## src/rtl/xnor_eq_accum_if.sv

```systemverilog
// rtl/xnor_eq_accum_if.sv - beat/handshake/verdict bundle for xnor_eq_accum (miss outputs under XNOR_EQ_FIRST_MISS_EN)
interface xnor_eq_accum_if #(
  parameter int CW = 4
);
  // Upstream side: command pulse and XNOR beat stream
  logic          start;
  logic          in_valid;
  logic          in_last;
  logic [3:0]    xn;
  // Block side: handshake, status and verdict
  logic          in_ready;
  logic          busy;
  logic          done;
  logic          eq;
  logic [CW-1:0] beat_cnt;
  logic          ovf;
`ifdef XNOR_EQ_FIRST_MISS_EN
  logic          miss_vld;
  logic [CW-1:0] miss_idx;
  logic [2:0]    miss_bit;
`endif

  // The accumulator consumes beats and drives the verdict
  modport slave (
    input  start, in_valid, in_last, xn,
    output in_ready, busy, done, eq, beat_cnt, ovf
`ifdef XNOR_EQ_FIRST_MISS_EN
    , output miss_vld, miss_idx, miss_bit
`endif
  );

  // The producer drives beats and observes the verdict
  modport master (
    output start, in_valid, in_last, xn,
    input  in_ready, busy, done, eq, beat_cnt, ovf
`ifdef XNOR_EQ_FIRST_MISS_EN
    , input miss_vld, miss_idx, miss_bit
`endif
  );
endinterface

```

## src/rtl/xnor_eq_accum.sv

```systemverilog
// rtl/xnor_eq_accum.sv - word-serial XNOR equality accumulator; optional first-miss capture via XNOR_EQ_FIRST_MISS_EN
module xnor_eq_accum #(
  parameter int MAX_BEATS = 8,
  parameter int CW        = 4
) (
  input  logic           clk,
  input  logic           rst,
  xnor_eq_accum_if.slave bus
);

  typedef enum logic [1:0] {
    S_IDLE = 2'd0,
    S_ACC  = 2'd1,
    S_DONE = 2'd2
  } state_t;

  localparam logic [CW-1:0] MAX_CNT = CW'(MAX_BEATS);

  state_t        state_q, state_d;
  logic          acc_q, acc_d;
  logic [CW-1:0] cnt_q, cnt_d;
  logic          eq_q, eq_d;
  logic          ovf_q, ovf_d;
  logic          beat_acc;
  logic          beat_match;

  // xn[3] is tied low upstream and carries no match information
  logic unused_xn3;
  assign unused_xn3 = bus.xn[3];

  // A beat counts only in ACC, and a coincident start discards it
  assign beat_acc   = (state_q == S_ACC) && bus.in_valid && !bus.start;
  assign beat_match = &bus.xn[2:0];

  // Next-state, accumulator, counter and verdict logic
  always_comb begin
    state_d = state_q;
    acc_d   = acc_q;
    cnt_d   = cnt_q;
    eq_d    = eq_q;
    ovf_d   = ovf_q;
    unique case (state_q)
      S_IDLE: begin
        if (bus.start) begin
          state_d = S_ACC;
          acc_d   = 1'b1;
          cnt_d   = '0;
          eq_d    = 1'b0;
          ovf_d   = 1'b0;
        end
      end
      S_ACC: begin
        if (bus.start) begin
          acc_d = 1'b1;
          cnt_d = '0;
          eq_d  = 1'b0;
          ovf_d = 1'b0;
        end else if (beat_acc) begin
          if (cnt_q < MAX_CNT) begin
            cnt_d = cnt_q + 1'b1;
            acc_d = acc_q & beat_match;
          end else begin
            // Excess beats poison the verdict; the counter saturates
            ovf_d = 1'b1;
            acc_d = 1'b0;
          end
          if (bus.in_last) begin
            state_d = S_DONE;
            eq_d    = acc_d;
          end
        end
      end
      S_DONE: begin
        if (bus.start) begin
          state_d = S_ACC;
          acc_d   = 1'b1;
          cnt_d   = '0;
          eq_d    = 1'b0;
          ovf_d   = 1'b0;
        end else begin
          state_d = S_IDLE;
        end
      end
      default: begin
        state_d = S_IDLE;
      end
    endcase
  end

  // State and datapath registers
  always_ff @(posedge clk or posedge rst) begin
    if (rst) begin
      state_q <= S_IDLE;
      acc_q   <= 1'b1;
      cnt_q   <= '0;
      eq_q    <= 1'b0;
      ovf_q   <= 1'b0;
    end else begin
      state_q <= state_d;
      acc_q   <= acc_d;
      cnt_q   <= cnt_d;
      eq_q    <= eq_d;
      ovf_q   <= ovf_d;
    end
  end

  assign bus.in_ready = (state_q == S_ACC);
  assign bus.busy     = (state_q == S_ACC);
  assign bus.done     = (state_q == S_DONE);
  assign bus.eq       = eq_q;
  assign bus.beat_cnt = cnt_q;
  assign bus.ovf      = ovf_q;

`ifdef XNOR_EQ_FIRST_MISS_EN
  logic          miss_vld_q, miss_vld_d;
  logic [CW-1:0] miss_idx_q, miss_idx_d;
  logic [2:0]    miss_bit_q, miss_bit_d;

  // Capture the first mismatching beat once per comparison; start clears
  always_comb begin
    miss_vld_d = miss_vld_q;
    miss_idx_d = miss_idx_q;
    miss_bit_d = miss_bit_q;
    if (bus.start) begin
      miss_vld_d = 1'b0;
      miss_idx_d = '0;
      miss_bit_d = '0;
    end else if (beat_acc && !beat_match && !miss_vld_q) begin
      miss_vld_d = 1'b1;
      miss_idx_d = cnt_q;
      miss_bit_d = ~bus.xn[2:0];
    end
  end

  // First-miss registers
  always_ff @(posedge clk or posedge rst) begin
    if (rst) begin
      miss_vld_q <= 1'b0;
      miss_idx_q <= '0;
      miss_bit_q <= '0;
    end else begin
      miss_vld_q <= miss_vld_d;
      miss_idx_q <= miss_idx_d;
      miss_bit_q <= miss_bit_d;
    end
  end

  assign bus.miss_vld = miss_vld_q;
  assign bus.miss_idx = miss_idx_q;
  assign bus.miss_bit = miss_bit_q;
`endif

endmodule

```

## src/flat_wrapper.sv

```systemverilog
// flat-port wrapper written by rule: the top's interface ports become plain ports
module xnor_eq_accum_flat 
#(
  parameter int MAX_BEATS = 8,
  parameter int CW        = 4
)
  (clk, rst, bus_start, bus_in_valid, bus_in_last, bus_xn, bus_in_ready, bus_busy, bus_done, bus_eq, bus_beat_cnt, bus_ovf);
  xnor_eq_accum_if #(.CW(CW)) bus_i ();
  input  logic clk;
  input  logic rst;
  input wire logic [$bits(bus_i.start)-1:0] bus_start;
  input wire logic [$bits(bus_i.in_valid)-1:0] bus_in_valid;
  input wire logic [$bits(bus_i.in_last)-1:0] bus_in_last;
  input wire logic [$bits(bus_i.xn)-1:0] bus_xn;
  output wire logic [$bits(bus_i.in_ready)-1:0] bus_in_ready;
  output wire logic [$bits(bus_i.busy)-1:0] bus_busy;
  output wire logic [$bits(bus_i.done)-1:0] bus_done;
  output wire logic [$bits(bus_i.eq)-1:0] bus_eq;
  output wire logic [$bits(bus_i.beat_cnt)-1:0] bus_beat_cnt;
  output wire logic [$bits(bus_i.ovf)-1:0] bus_ovf;
  assign bus_i.start = bus_start;
  assign bus_i.in_valid = bus_in_valid;
  assign bus_i.in_last = bus_in_last;
  assign bus_i.xn = bus_xn;
  assign bus_in_ready = bus_i.in_ready;
  assign bus_busy = bus_i.busy;
  assign bus_done = bus_i.done;
  assign bus_eq = bus_i.eq;
  assign bus_beat_cnt = bus_i.beat_cnt;
  assign bus_ovf = bus_i.ovf;
  xnor_eq_accum #(.MAX_BEATS(MAX_BEATS), .CW(CW)) u_core (.clk(clk), .rst(rst), .bus(bus_i));
endmodule
```

## config.mk

```make
export PLATFORM = sky130hd
export DESIGN_NAME = xnor_eq_accum_flat
export DESIGN_NICKNAME = d
export VERILOG_FILES = /design/src/rtl/xnor_eq_accum_if.sv /design/src/rtl/xnor_eq_accum.sv /design/src/flat_wrapper.sv
export SDC_FILE = /design/constraint.sdc
export NUM_CORES = 1
export LEC_CHECK = 0
export ABC_CLOCK_PERIOD_IN_PS = 1400
export BUFFER_PORTS_ARGS = -buffer_cell sky130_fd_sc_hd__clkbuf_2
export CAP_MARGIN = 10
export CORE_MARGIN = 2
export CORE_UTILIZATION = 30
export CTS_CLUSTER_SIZE = 25
export DETAILED_ROUTE_END_ITERATION = 16
export HOLD_SLACK_MARGIN = 0.02
export PLACE_DENSITY = 0.48
export SYNTH_ARGS = -nofsm -noshare
export SYNTH_HDL_FRONTEND = slang
export SYNTH_SLANG_ARGS = --single-unit
```

## constraint.sdc

```tcl
create_clock -name clk -period 1.4 [get_ports clk]
set_clock_uncertainty 0.15 [all_clocks]
set_input_delay 0.28 -clock clk [delete_from_list [all_inputs] [get_ports clk]]
set_output_delay 0.28 -clock clk [all_outputs]
set_load 0.02 [all_outputs]
```

# Word-level counts from Yosys, hierarchy flattened
# Index checks and enable logic that the tools add are counted.
# totals
regBits,9
latch_bits,0
ramBits,0
rom_bits,0
in_bits,9
output_inout_bits,9
word_cells,56
mem_count,0
# classes
add_sub_neg,1
n_mul,0
div,0
n_lt_le_gt_ge,1
eq_ne,11
shifts,0
n_mux,25
bitwise_logic,1
reduce_logical,12
# ops
op,n
$mux W4,4
$reduce_and A4 Y1,4
$mux W1,12
$mux W2,4
$pmux W4 S2,1
$ne A2 B2 Y1 const B,3
$ne A3 B2 Y1 const B,2
$ne A3 B3 Y1 const B,2
$pmux W1 S2,3
$pmux W2 S3,1
$reduce_and A3 Y1,2
$add A4 B1 Y4 const B,1
$lt A4 B4 Y1 const B,1
$ne A2 B1 Y1 const B,2
$eq A2 B1 Y1 const B,1
$eq A2 B2 Y1 const B,1
$logic_and A1 B1 Y1,2
$logic_not A2 Y1,1
$reduce_bool A2 Y1,1
$reduce_or A2 Y1,1
$and A1 B1 Y1,1
$logic_not A1 Y1,1

# Depth between registers and ports, before layout
# depth
word_depth,7
depth_mapped,4
ltp_nobuf,4

# Least setup slack after synthesis
# Ideal clock, no wire load.
# synth_timing
path_kind,reg2out
startpoint,reg u_core.state_q[0]
endpoint,out bus_in_ready
arrival_time_ps,1135
required_time_ps,970
setup_slack_ps,-165
path_stages_with_launch,5
path_buffers,2
path_cell_list,dfrtp_1 > buf_2 > inv_1 > nor2_1 > buf_4
# synth_via
elab_chain_cells,1
# synth_rtl
element,line,text
from (decl),xnor_eq_accum.sv:19,"state_t state_q, state_d;"
from (signal assigned),xnor_eq_accum.sv:99,state_q <= state_d;
$eq A2 B1 Y1,-,
to (decl),flat_wrapper.sv:15,output wire logic [$bits(bus_i.in_ready)-1:0] bus_in_ready;
# Every way passes these cells.

# Final worst setup path
# layout_timing
startpoint,reg u_core.state_q[1]
endpoint,out bus_done
# layout_via
elab_chain_cells,1
# layout_rtl
element,line,text
$eq A2 B2 Y1,xnor_eq_accum.sv:109,assign bus.done = (state_q == S_DONE);
to (decl),flat_wrapper.sv:17,output wire logic [$bits(bus_i.done)-1:0] bus_done;
# Every way passes these cells.

==> key figures <==
Floorplan
  – Die X-Extent: 45.71 um
  – DIE AREA: 2089 um^2
  – Starting Density: 0.3089
  – Top-level I/O count: 18
  – Core area: 1689 um^2
  – Chip height: 45.71 um
  – Std-Cell Rows: 15

Timing
  – Setup violators final: 0
  – Max Freq: 721.6 MHz
  – Setup TNS: 0 ns
  – Fin. Hold Viols: 0
  – Final period util: 0.9899
  – Rel. slew slack: 0.7616
  – Final Max Slew Viols: 0
  – Unrepaired setup endpoints after global routing: true
  – Minimum clock period after layout: 1.386 ns
  – Slew at the pin with the worst max-slew slack: 0.3572 ns

Synthesis
  – Syn nets: 62
  – Synth Register Bits: 9
  – Fraction of registers with async set/reset: 1.000
  – Synthesized instance count: 52
  – Mean post-synth cell area: 10.03 um^2
  – Post-synth EDFFs: 0
  – Seq/Total Area, Yosys: 0.4341
  – Post-Syn Area: 521.8 um^2
  – Ys Warns: 0
  – Post-synthesis cell type count: 28
  – Top_reg_cell synth: dfrtp_1

Power and ir drop
  – Sw frac: 0.2957
  – P_int: 0.0004852 W
  – Combinational power share: 0.277
  – Power per Cell Area: 885.3 nW/um^2
  – P_leak: 0.3801 nW
  – Net switching power: 0.0002038 W
  – Clk pwr share: 0.302
  – Peak supply drop: 0.4880 mV
  – Reg power frac: 0.421

Clock network
  – Clock buffer depth: 2
  – CTS Buf Count: 3
  – CTS clk-pin slew, worst paths: 0.07 ns
  – Clk_lat worst skew: 0.26 ns
  – Root Driver: clkbuf_4
  – CTS sink count: 9
  – CTS tree: built
  – H-Tree Depth: 1

Critical path
  – CP max FO: 4
  – Startpoint Class: flip-flop
  – CP Capture Type: primary output
  – Kind of critical path: reg2out
  – Worst EP arrival: 0.96 ns
  – Reg2reg setup slack: 0.04 ns
  – Required time worst endpoint: 0.97 ns

Status
  – Outcome: finished, final reports clean

Detailed routing
  – DRT iter0 DRCs: 17
  – Final ANT Viol Nets: 0
  – WL/cell: 12.86 um
  – Router iterations before antenna repair: 4
  – DR vias: 499
  – WL final: 1260 um
  – Drc violations: 0
  – Drt via density: 5.092

Finish
  – Share of layout cells above drive strength 1: 0.5062
  – Synth-to-Final Area Change: 49.16%
  – Nets: 92
  – Final cell count without fillers: 98
  – Post-route design area: 778.2 um^2
  – Filler cell count in the final layout: 173
  – Diode count: 0

Global routing
  – All-Layer GR Usage: 0.1331
  – Congestion Overflow GR: 0
  – Initial antenna violation count: 0
  – Largest net degree at the start of global routing: 11
  – Vias in the first global route: 416
  – Global-route wire length before repair: 1932 um

Placed design
  – Final GP Congestion: 0.7347
  – Placed cell area: 640.6 um^2
  – DP Wirelength: 877.8 um
  – Placed insts: 87
  – Input/output buffers: 16

Hold path
  – HP Class: in2reg

Run
  – Max_cap viols: 0
-- final cells by class --
cell class | count | area (um^2) | area share
clock buffers | 4 | 26.28 | 0.03376
multi-input cells | 34 | 261.5 | 0.3360
well taps | 17 | 21.27 | 0.02733
inverters | 5 | 18.77 | 0.02412
flip-flops and latches | 9 | 229.0 | 0.2942
repair buffers | 29 | 221.5 | 0.2846
-- through the flow --
stage                 util  hold WS (ns)  power [W]  setup slack, ns
floorplan                -      -0.04280  0.0003880          0.02291
global placement    0.3793       0.09947  0.0004344          0.04219
detailed placement  0.3793        0.1083  0.0004357          0.01866
CTS                 0.4156        0.2023  0.0006585         -0.02742
global route        0.4607        0.2211  0.0007267         -0.02526
finish              0.4607        0.2110  0.0006890          0.01410
-- kinds of logic after synthesis --
logic type               count (synthesis)  share of synthesized area
adder cells (fa/ha/maj)                  1                    0.02398
AO/OA/AOI/OAI                           17                     0.2542
AND/OR/NAND/NOR                         16                     0.1846
buffers and inverters                    9                     0.1031
flip-flops                               9                     0.4341
-- worst max-delay path: stages, from the launching register on --
cell	delay (ns)
dfrtp_2	0.44
nor2b_4	0.13
buf_6	0.12
-- Yosys cell counts (all sizes together), types with 2 or more instances --
library cell	count	area share
dfrtp	8	0.38
inv	5	0.036
nor2b	2	0.024
o2bb2ai	3	0.050
a32oi	2	0.034
buf	4	0.067
nand2	4	0.029
nor2	4	0.029
a21oi	3	0.029
-- routing by layer --
metal  share of wire  vias to the layer above  track usage
li1                -                      250            -
met1            0.48                      232       0.1912
met2            0.47                       15       0.1775
met3           0.039                        2      0.02778
met4           0.011                        0      0.08571
met5               0                        -            0
-- power by group through the flow --
stage | logic [W] | registers [W] | clock network (W)
4_1_cts | 0.000156 | 0.000286 | 0.000216
3_3_place_gp | 0.000138 | 0.000296 | 0
6_report | 0.000191 | 0.000290 | 0.000208
3_5_place_dp | 0.000139 | 0.000297 | 0
5_1_grt | 0.000208 | 0.000292 | 0.000226
2_1_floorplan | 0.0000894 | 0.000299 | 0
-- registers in the layout, summed over array words and instances (netlist names) --
name                 cells
u_core.bus.beat_cnt      4
u_core.state_q           2
u_core.acc_q             1
u_core.bus.eq            1
u_core.bus.ovf           1
-- what timing repair did --
| action | 4_1_cts | 5_1_grt |
|---|---|---|
| hold buffers | 1 | 0 |
| pin swaps | 0 | 7 |
| buffers inserted | 3 | 3 |
| endpoints found under the hold margin | 8 | 0 |
| setup endpoints to repair | 3 | 9 |
| resized for setup | 2 | 24 |
-- worst paths after layout --
| check | depth (start not counted) | to | start |
|---|---|---|---|
| max in group asynchronous | 3 | u_core.acc_q$_DFFE_PP1P_ | rst |
| setup reg to reg | 4 | u_core.bus.beat_cnt[2]$_DFFE_PP0P_ | u_core.state_q[0]$_DFFE_PP0P_ |
| setup / recovery | 2 | bus_done | u_core.state_q[1]$_DFFE_PP0P_ |
| hold reg to reg | 1 | u_core.bus.eq$_DFFE_PP0P_ | u_core.bus.eq$_DFFE_PP0P_ |
| hold / removal | 4 | u_core.state_q[0]$_DFFE_PP0P_ | bus_in_last |
| min in group asynchronous | 3 | u_core.bus.ovf$_DFFE_PP0P_ | rst |
-- cells in the final DEF, fill, tap and decap left out, drive strengths merged, types with 2 or more instances in the layout --
master,netlist,routed
buf,4,18
clkbuf,0,14
dfrtp,8,8
inv,5,5
nand2,4,4
nor2,4,4
a21oi,3,3
o2bb2ai,3,3
a32oi,2,2
nor2b,2,2
(Power assumes the default switching activity.)
